[src/rtl/adc_channel_scheduler.sv]
// Round-robin channel sequencer for the LTC2308 interface: tags one-frame-late results with their channel.
// Optional per-channel block averaging is compiled in with `define ADC_SCHED_AVG_EN.
module adc_channel_scheduler #(
    parameter int NUM_CH   = 8,
    parameter int AVG_LOG2 = 2
) (
    input  logic              clk,
    input  logic              reset,
    input  logic              enable,
    input  logic [NUM_CH-1:0] ch_mask,
    output logic [2:0]        adc_chan,
    input  logic [11:0]       adc_result,
    input  logic              adc_valid,
    output logic              smp_valid,
    output logic [2:0]        smp_chan,
    output logic [11:0]       smp_data,
    input  logic [2:0]        rd_chan,
    input  logic              rd_en,
    output logic [11:0]       rd_data,
    output logic [NUM_CH-1:0] ch_fresh,
    output logic [NUM_CH-1:0] ch_ovr,
    output logic              busy
);

    typedef enum logic [1:0] {IDLE, PRIME, RUN, DRAIN} state_t;

    state_t            state, state_nxt;
    logic              stop_req, start, advance, take, pub;
    logic [2:0]        pending;
    logic [11:0]       pub_data;
    logic [11:0]       regs [NUM_CH];
    logic [NUM_CH-1:0] set_v, clr_v;
    logic              rd_ok;

    function automatic logic [2:0] lowest_ch(input logic [NUM_CH-1:0] m);
        lowest_ch = 3'd0;
        for (int i = NUM_CH - 1; i >= 0; i--) begin
            if (m[i]) lowest_ch = 3'(i);
        end
    endfunction

    // First set bit strictly after c with wrap; c itself is reached last, so a lone bit returns c.
    function automatic logic [2:0] next_ch(input logic [2:0] c, input logic [NUM_CH-1:0] m);
        int   idx;
        logic found;
        next_ch = c;
        found   = 1'b0;
        for (int k = 1; k <= NUM_CH; k++) begin
            idx = int'(c) + k;
            if (idx >= NUM_CH) idx = idx - NUM_CH;
            if (!found && m[idx]) begin
                next_ch = 3'(idx);
                found   = 1'b1;
            end
        end
    endfunction

    assign stop_req = !enable || (ch_mask == '0);

    always_ff @(posedge clk or posedge reset) begin
        if (reset) state <= IDLE;
        else       state <= state_nxt;
    end

    always_comb begin
        state_nxt = state;
        case (state)
            IDLE:    if (!stop_req) state_nxt = PRIME;
            PRIME:   if (adc_valid) state_nxt = RUN;
                     else if (stop_req) state_nxt = IDLE;
            RUN:     if (stop_req) state_nxt = DRAIN;
            DRAIN:   if (adc_valid) state_nxt = IDLE;
            default: state_nxt = IDLE;
        endcase
    end

    always_comb begin
        start   = (state == IDLE) && !stop_req;
        advance = adc_valid && ((state == PRIME) || (state == RUN));
        take    = adc_valid && ((state == RUN) || (state == DRAIN));
        busy    = (state != IDLE);
    end

    always_ff @(posedge clk or posedge reset) begin
        if (reset) begin
            adc_chan <= 3'd0;
            pending  <= 3'd0;
        end else if (start) begin
            adc_chan <= lowest_ch(ch_mask);
        end else if (advance) begin
            pending  <= adc_chan;
            adc_chan <= next_ch(adc_chan, ch_mask);
        end
    end

`ifdef ADC_SCHED_AVG_EN
    logic [11+AVG_LOG2:0] acc [NUM_CH];
    logic [AVG_LOG2-1:0]  cnt [NUM_CH];
    logic [11+AVG_LOG2:0] sum;

    function automatic logic [11:0] avg_trunc(input logic [11+AVG_LOG2:0] s);
        avg_trunc = 12'(s >> AVG_LOG2);
    endfunction

    always_comb begin
        sum      = acc[pending] + (12 + AVG_LOG2)'(adc_result);
        pub      = take && (cnt[pending] == {AVG_LOG2{1'b1}});
        pub_data = avg_trunc(sum);
    end

    // A drain result that does not complete its block is dropped along with the partial sum.
    always_ff @(posedge clk or posedge reset) begin
        if (reset) begin
            for (int i = 0; i < NUM_CH; i++) begin
                acc[i] <= '0;
                cnt[i] <= '0;
            end
        end else if (start) begin
            for (int i = 0; i < NUM_CH; i++) begin
                acc[i] <= '0;
                cnt[i] <= '0;
            end
        end else if (take) begin
            if (pub || (state == DRAIN)) begin
                acc[pending] <= '0;
                cnt[pending] <= '0;
            end else begin
                acc[pending] <= sum;
                cnt[pending] <= cnt[pending] + 1'b1;
            end
        end
    end
`else
    always_comb begin
        pub      = take;
        pub_data = adc_result;
    end
`endif

    // p0: publish register, one cycle after the adc_valid strobe
    always_ff @(posedge clk or posedge reset) begin
        if (reset) begin
            smp_valid <= 1'b0;
            smp_chan  <= 3'd0;
            smp_data  <= 12'd0;
        end else begin
            smp_valid <= pub;
            if (pub) begin
                smp_chan <= pending;
                smp_data <= pub_data;
            end
        end
    end

    assign rd_ok = int'(rd_chan) < NUM_CH;

    always_comb begin
        for (int i = 0; i < NUM_CH; i++) begin
            set_v[i] = smp_valid && (smp_chan == 3'(i));
            clr_v[i] = rd_en && rd_ok && (rd_chan == 3'(i));
        end
    end

    // p1: register file and flags commit during the smp_valid cycle
    always_ff @(posedge clk or posedge reset) begin
        if (reset) begin
            for (int i = 0; i < NUM_CH; i++) regs[i] <= 12'd0;
            ch_fresh <= '0;
            ch_ovr   <= '0;
            rd_data  <= 12'd0;
        end else begin
            if (smp_valid) regs[smp_chan] <= smp_data;
            ch_fresh <= (ch_fresh & ~clr_v) | set_v;
            ch_ovr   <= (ch_ovr & ~clr_v) | (set_v & ch_fresh & ~clr_v);
            rd_data  <= rd_ok ? regs[rd_chan] : 12'd0;
        end
    end

endmodule

[config.mk]
export PLATFORM = sky130hd
export DESIGN_NAME = adc_channel_scheduler
export DESIGN_NICKNAME = d
export VERILOG_FILES = /design/src/rtl/adc_channel_scheduler.sv
export SDC_FILE = /design/constraint.sdc
export NUM_CORES = 1
export LEC_CHECK = 0
export CAP_MARGIN = 10
export CORE_AREA = 10 10 126 157
export DETAILED_ROUTE_END_ITERATION = 10
export DIE_AREA = 0 0 136 167
export GPL_TIMING_DRIVEN = 0
export PLACE_DENSITY = 0.7
export SETUP_SLACK_MARGIN = 0.3
export SYNTH_ARGS = -nofsm -noshare
export SYNTH_HDL_FRONTEND = slang
export SYNTH_SLANG_ARGS = --single-unit
[constraint.sdc]
create_clock -name clk -period 5.4 [get_ports clk]
set_input_delay 1.08 -clock clk [delete_from_list [all_inputs] [get_ports clk]]
set_output_delay 1.08 -clock clk [all_outputs]
set_load 0.03 [all_outputs]
# [After elaboration in Yosys (flattened, before gate mapping)]
# Cells that the tools add are included.
[op_classes] muxes=99 n_addsub=16 n_bitwise=10 magnitude_cmp=19 reduce_logical=49 n_eq_ne=21
[op_table] operator="two-way mux 32 bit" n=24
[op_table] operator="less-than comparator 32 x 5 -> 1 bit, second input constant" n=8
[op_table] operator="bitwise mux 96 bit" n=1
[op_table] operator="two-way mux 3 bit" n=18
[op_table] operator="two-way mux 1 bit" n=37
[op_table] operator="binary-select mux 12 bit (select 3 bit)" n=1
[op_table] operator="demux 12 bit (select 3 bit)" n=1
[op_table] operator="greater-or-equal comparator 4 bit, second input constant" n=9
[op_table] operator="two-way mux 12 bit" n=3
[op_table] operator="subtractor 4 x 4 -> 5 bit, second input constant" n=7
[op_table] operator="bitwise AND 8 bit" n=4
[op_table] operator="logical AND 1 bit" n=27
[op_table] operator="binary-select mux 1 bit (select 3 bit)" n=8
[op_table] operator="== test 3 bit, second input constant" n=8
[op_table] operator="adder 3 x 3 -> 4 bit, second input constant" n=4
[op_table] operator="bitwise OR 8 bit" n=2
[op_table] operator="== test 3 x 2 -> 1 bit, second input constant" n=4
[op_table] operator="two-way mux 2 bit" n=5
[op_table] operator="logical NOT 1 bit" n=9
[op_table] operator="nonzero test 9 bit" n=1
[op_table] operator="adder 3 x 2 -> 4 bit, second input constant" n=2
[op_table] operator="logical NOT 8 bit" n=1
[op_table] operator="NOT 3 -> 4 bit" n=2
[op_table] operator="NOT 8 bit" n=1
[op_table] operator="18 further kinds" n=27
[word_totals] wordCells=231 register_bits=148 output_inout_bits=48 input_bits=28

# [Logic depth before layout (Yosys ltp)]
[depth] ltp_word=46 ltp_mapped=12 depth_no_buf=9

# [Worst setup path after synthesis]
# No wires, ideal clock.
[synth_timing] path_kind="reg2reg" from="reg adc_chan[1]" to="reg adc_chan[1]" arrival_time_ps=3218 required_time_ps=5274 setup_slack_ps=2056 period_less_slack_ps=3344 stages_incl_launch_ff=12 setup_time_ps=126 n_path_buf=3 cell_sequence="dfrtp_1 > clkbuf_1 > clkbuf_1 > inv_1 > ha_1 > buf_6 > mux4_2 > a21oi_2 > a32oi_1 > nor3_4 > and3b_1 > a221o_1"
[synth_between] elab_chain_cells=46 word_cells_on_any_way=119 classes_between="add/sub (16); order compare (8); mux (79); reduce/logical (16)"
[synth_lines] item="from (decl)" line_no="11" text="output logic [2:0] adc_chan,"
[synth_lines] item="from (signal assigned)" line_no="89" text="adc_chan <= lowest_ch(ch_mask);"
[synth_lines] item="from (signal assigned)" line_no="92" text="adc_chan <= next_ch(adc_chan, ch_mask);"
[synth_lines] item="adder 3 x 1 -> 4 bit" line_no="49" text="idx = int'(c) + k;"
[synth_lines] item="subtractor 4 x 4 -> 5 bit or greater-or-equal comparator 4 bit (tied branches)" line_no="50" text="if (idx >= NUM_CH) idx = idx - NUM_CH;"
[synth_lines] item="two-way mux 32 bit" line_no="50"
[synth_lines] item="two-way mux 32 bit" line_no="90" text="end else if (advance) begin"
[synth_lines] item="two-way mux 32 bit" line_no="88" text="end else if (start) begin"
[synth_lines] item="binary-select mux 1 bit (select 3 bit)" line_no="51" text="if (!found && m[idx]) begin"
[synth_lines] item="two-way mux 1 bit (not written as such) (2 in series)" line_no="51"
[synth_lines] item="two-way mux 1 bit" line_no="51"
[synth_lines] item="(+29 left out)"
[synth_lines] item="two-way mux 1 bit" line_no="51"
[synth_lines] item="two-way mux 1 bit" line_no="90"
[synth_lines] item="two-way mux 1 bit" line_no="88"
[synth_lines] item="logical NOT 1 bit" line_no="51"
[synth_lines] item="logical AND 1 bit" line_no="51"
[synth_lines] item="two-way mux 3 bit" line_no="51"
[synth_lines] item="two-way mux 3 bit" line_no="90"
[synth_lines] item="two-way mux 3 bit" line_no="88"
# Several ways; a longest one is shown, not always the timed one. The select of a mux whose other input is x is not followed.
# A chain may end at the register's enable or synchronous reset.

# [Worst setup path in the final report]
# Ends and elaborated chain as after synthesis.

==> summary.md <==
| Metric | Value |
|---|---|
| Ratio of cells with drive above 1 in the final layout | between 30% and 40% |
| Number of synthesis warnings | 0 |
| WL/cell | 19.6 um |
| Postcts setup bufs | 0 |
| Routability congestion estimate from global placement | 0.905 |
| Post-synthesis net count | around 570 |
| Summed area of non-filler cells in the final layout | 8990 um^2 |
| Largest area contributor in the netlist | dfrtp_1 |
| Clock tree from TritonCTS | yes |
| Overall die height | 167 um |
| Slew Viols, Final | 0 |
| Vias per Instance | 5.48 |
| Number of placement rows | 53 |
| Die Outline Area | roughly 23,000 um^2 |
| Number of antenna violations at the first check in global routing | 0 |
| Number of clock sinks | between 100 and 150 |
| Clock slew seen by the registers of the worst setup and hold paths | around 60 ps |
| First-pass DRT Iterations | 4 |
| Power Total | around 5.5 mW |
| Part of the cycle the worst path needs | 70.4% |
| Maximum number of pins on one net before global-route repair | ~110 |
| Top post-synthesis cells by count | dfrtp_1 (148), mux2_2 (129), mux4_2 (31) |
| Switching power summed over all nets | approximately 2 mW |
| Share of power burned in registers | 33.7% |
| Unrepaired setup endpoints after global routing | false |
| Pre-CTS setup slack | around 1600 ps |
| Number of hold violations in the final report | 0 |
| GRT Total Usage | 15.0% |
| Power share of the combinational group | 44.0% |
| DRT iter0 DRCs | approximately 270 |
| Cell Count, Final, Fillers Out | 853 |
| Number of antenna cells inserted | 0 |
| Cell Pwr Density | approximately 610 nW/um^2 |
| Arr. time, crit path | between 4000 and 5000 ps |
| Wire length reported by the detailed router | 16,700 um |
| Count of mapped cells out of synthesis | 530 |
| # setup viols final | 0 |
| Prevailing post-synth register cell | dfrtp_1 |
| DRC violation count after routing | 0 |
| Sequential element share of the synthesized area | 50.3% |
| Die width | roughly 140 um |
| Most instantiated library cell after synthesis | dfrtp_1 |
| Tightest slew margin relative to the limit | roughly 38% |
| Nature of the critical path startpoint | register |
| Placed instance count | between 800 and 900 |
| Data required time at the worst endpoint | 5700 ps |
| Count of boundary I/O pins | 76 |
| Hold Path Class | reg2reg |
| Clock latency of the later-clocked register in the worst-skew pair | slightly above 400 ps |
| Half-perimeter wire length after detailed placement | 12,000 um |
| Maximum frequency from static timing analysis | 263 MHz |
| Peak ir drop on the vdd network | about 0.4 mV |
| Max-capacitance violation count | 0 |
| Design internal power | about 3.5 mW |
| Final global-route overflow total | 0 |
| Number of H-tree branching levels | 4 |
| Number of enable flip-flop cells after synthesis | 0 |
| Total via count after detailed routing | around 4,700 |
| Start of the worst register-to-register path | adc_chan[1] |
| Vias in the first global route | 5,053 |
| Worst path setup slack after routing | between 1500 and 2000 ps |
| Number of hold buffers added after CTS | 0 |
| Clock period minus final worst setup slack | 3800 ps |
| Number of gates resized after CTS | 0 |
| Average footprint of a synthesized cell | around 14 um^2 |
| Flop and latch count out of synthesis | 148 |
| Post-detailed-route count of antenna-violating nets | 0 |
| Part of the total power dissipated in the clock network | between 20 and 25% |
| Clock Path Buffers | 2 |
| Hold Slack | around 490 ps |
| Kind of end point of the critical path | register |
| Worst clock skew | around 6.9 ps |
| Transition time of the tightest slew-check pin | between 900 and 1000 ps |
| Clock root buffer | clkbuf_16 |
| Port buffer count | 70 |
| Standard cell area after detailed placement | 8370 um^2 |
| First element of the critical path | adc_chan[1] |
| Sw Ratio | 36.5% |
| Top cell type's share of synthesized area | between 50% and 60% |
| Static Leakage | roughly 4.0 nW |
| Number of buffers created by CTS | 17 |
| FFs w/ async S/R, synth | 100% |
| Critical Setup Path Class | reg2reg |
| Run status | complete, no violations |
| Initial cell density of the core | between 40 and 50% |
| Area growth, synth to finish | 22.2% |
| Dominant cells by area after synthesis | dfrtp_1 (50%), mux2_2 (20%), mux4_2 (9.5%), mux2i_1 (1.6%), nand2_1 (1.5%) |
| Hold Startpoint | ch_ovr[6] |
| First-pass GRT wire length | about 27,000 um |
| Maximum fanout along the worst path | 10 |
| Syn Std Cell Area | 7360 um^2 |
| Post-layout nets | roughly 660 |
| Post-synth cell types | 67 |
| Core box area | between 15,000 and 20,000 um^2 |
==> power groups by stage <==
stage / Sequential (mW) / Combinational [mW] / Clock (mW)
CTS: 1.85 / 2.44 / 1.25
global route: 1.92 / 2.59 / 1.30
global placement: 1.83 / 2.39 / 0
floorplan: 2.04 / 1.50 / 0
detailed placement: 1.87 / 2.43 / 0
finish: 1.85 / 2.42 / 1.23
==> path summary, 6_finish.rpt <==
kind	slack, ps	endpoint	cells after the start
worst max-delay path	1600	adc_chan[1]	12
worst max register to register	1600	adc_chan[1]	12
max in group asynchronous	3520	regs[16]	3
worst min register to register	490	ch_ovr[6]	1
min in group asynchronous	1040	ch_ovr[7]	2
worst min-delay path	490	ch_ovr[6]	1
==> cell type report <==
type,count,area [um^2]
fillers,1358,7650
flip-flops and latches,148,3700
multi-input cells,335,3420
repair buffers,71,728
clock buffers,19,443
well taps,220,275
clock inverters,13,181
plain buffers,29,166
inverters,18,72.6
==> critical path: stages (launching register included) <==
cell,delay (ps)
dfrtp_1,380
clkbuf_1,280
clkbuf_1,490
inv_1,200
ha_1,420
buf_6,180
mux4_2,380
a21oi_2,230
nand2_2,120
o22ai_2,290
and4bb_1,250
o21ai_1,100
a221o_1,360
==> placed cells by master (no fill, tap or decap), drive strengths merged, types with 13 or more instances in the layout <==
| cell | instances |
|---|---|
| dfrtp | 148 |
| mux2 | 130 |
| clkdlybuf4s50 | 70 |
| clkbuf | 42 |
| mux4 | 34 |
| nand2 | 32 |
| a21oi | 24 |
| inv | 19 |
| nor2 | 18 |
| mux2i | 13 |
==> sequential cells by signal (all words and copies together) (netlist names), named ones only <==
| name | cells |
|---|---|
| regs | 96 |
| rd_data | 12 |
| smp_data | 12 |
| ch_fresh | 8 |
| ch_ovr | 8 |
| adc_chan | 3 |
| pending | 3 |
| smp_chan | 3 |
| smp_valid | 1 |
| state | 1 |
==> cell families after synthesis <==
kind of cell | count (synthesis) | share of synthesized area [%]
flip-flops | 148 | 50.3
buffers and inverters | 47 | 3.18
XOR/XNOR | 3 | 0.357
adder cells (fa/ha/maj) | 7 | 1.19
multiplexers | 177 | 32.4
AND/OR/NAND/NOR | 84 | 5.95
AO/OA/AOI/OAI | 64 | 6.59
==> metrics by stage <==
stage | setup TNS, ps | util (%)
floorplan | 0 | -
global placement | -196830 | 50.1
detailed placement | 0 | 50.3
CTS | 0 | 54.0
global route | 0 | 54.0
finish | 0 | 54.0
==> metal layers <==
layer | part of all wire (%) | GRT usage, % | vias to the layer above
met5 | 0 | 0 | -
met4 | 1.0 | 3.39 | 0
met3 | 5.2 | 3.91 | 14
met2 | 52 | 26.5 | 106
met1 | 41 | 17.6 | 2408
li1 | - | - | 2150
No activity file was read; power rests on OpenSTA's default activity.
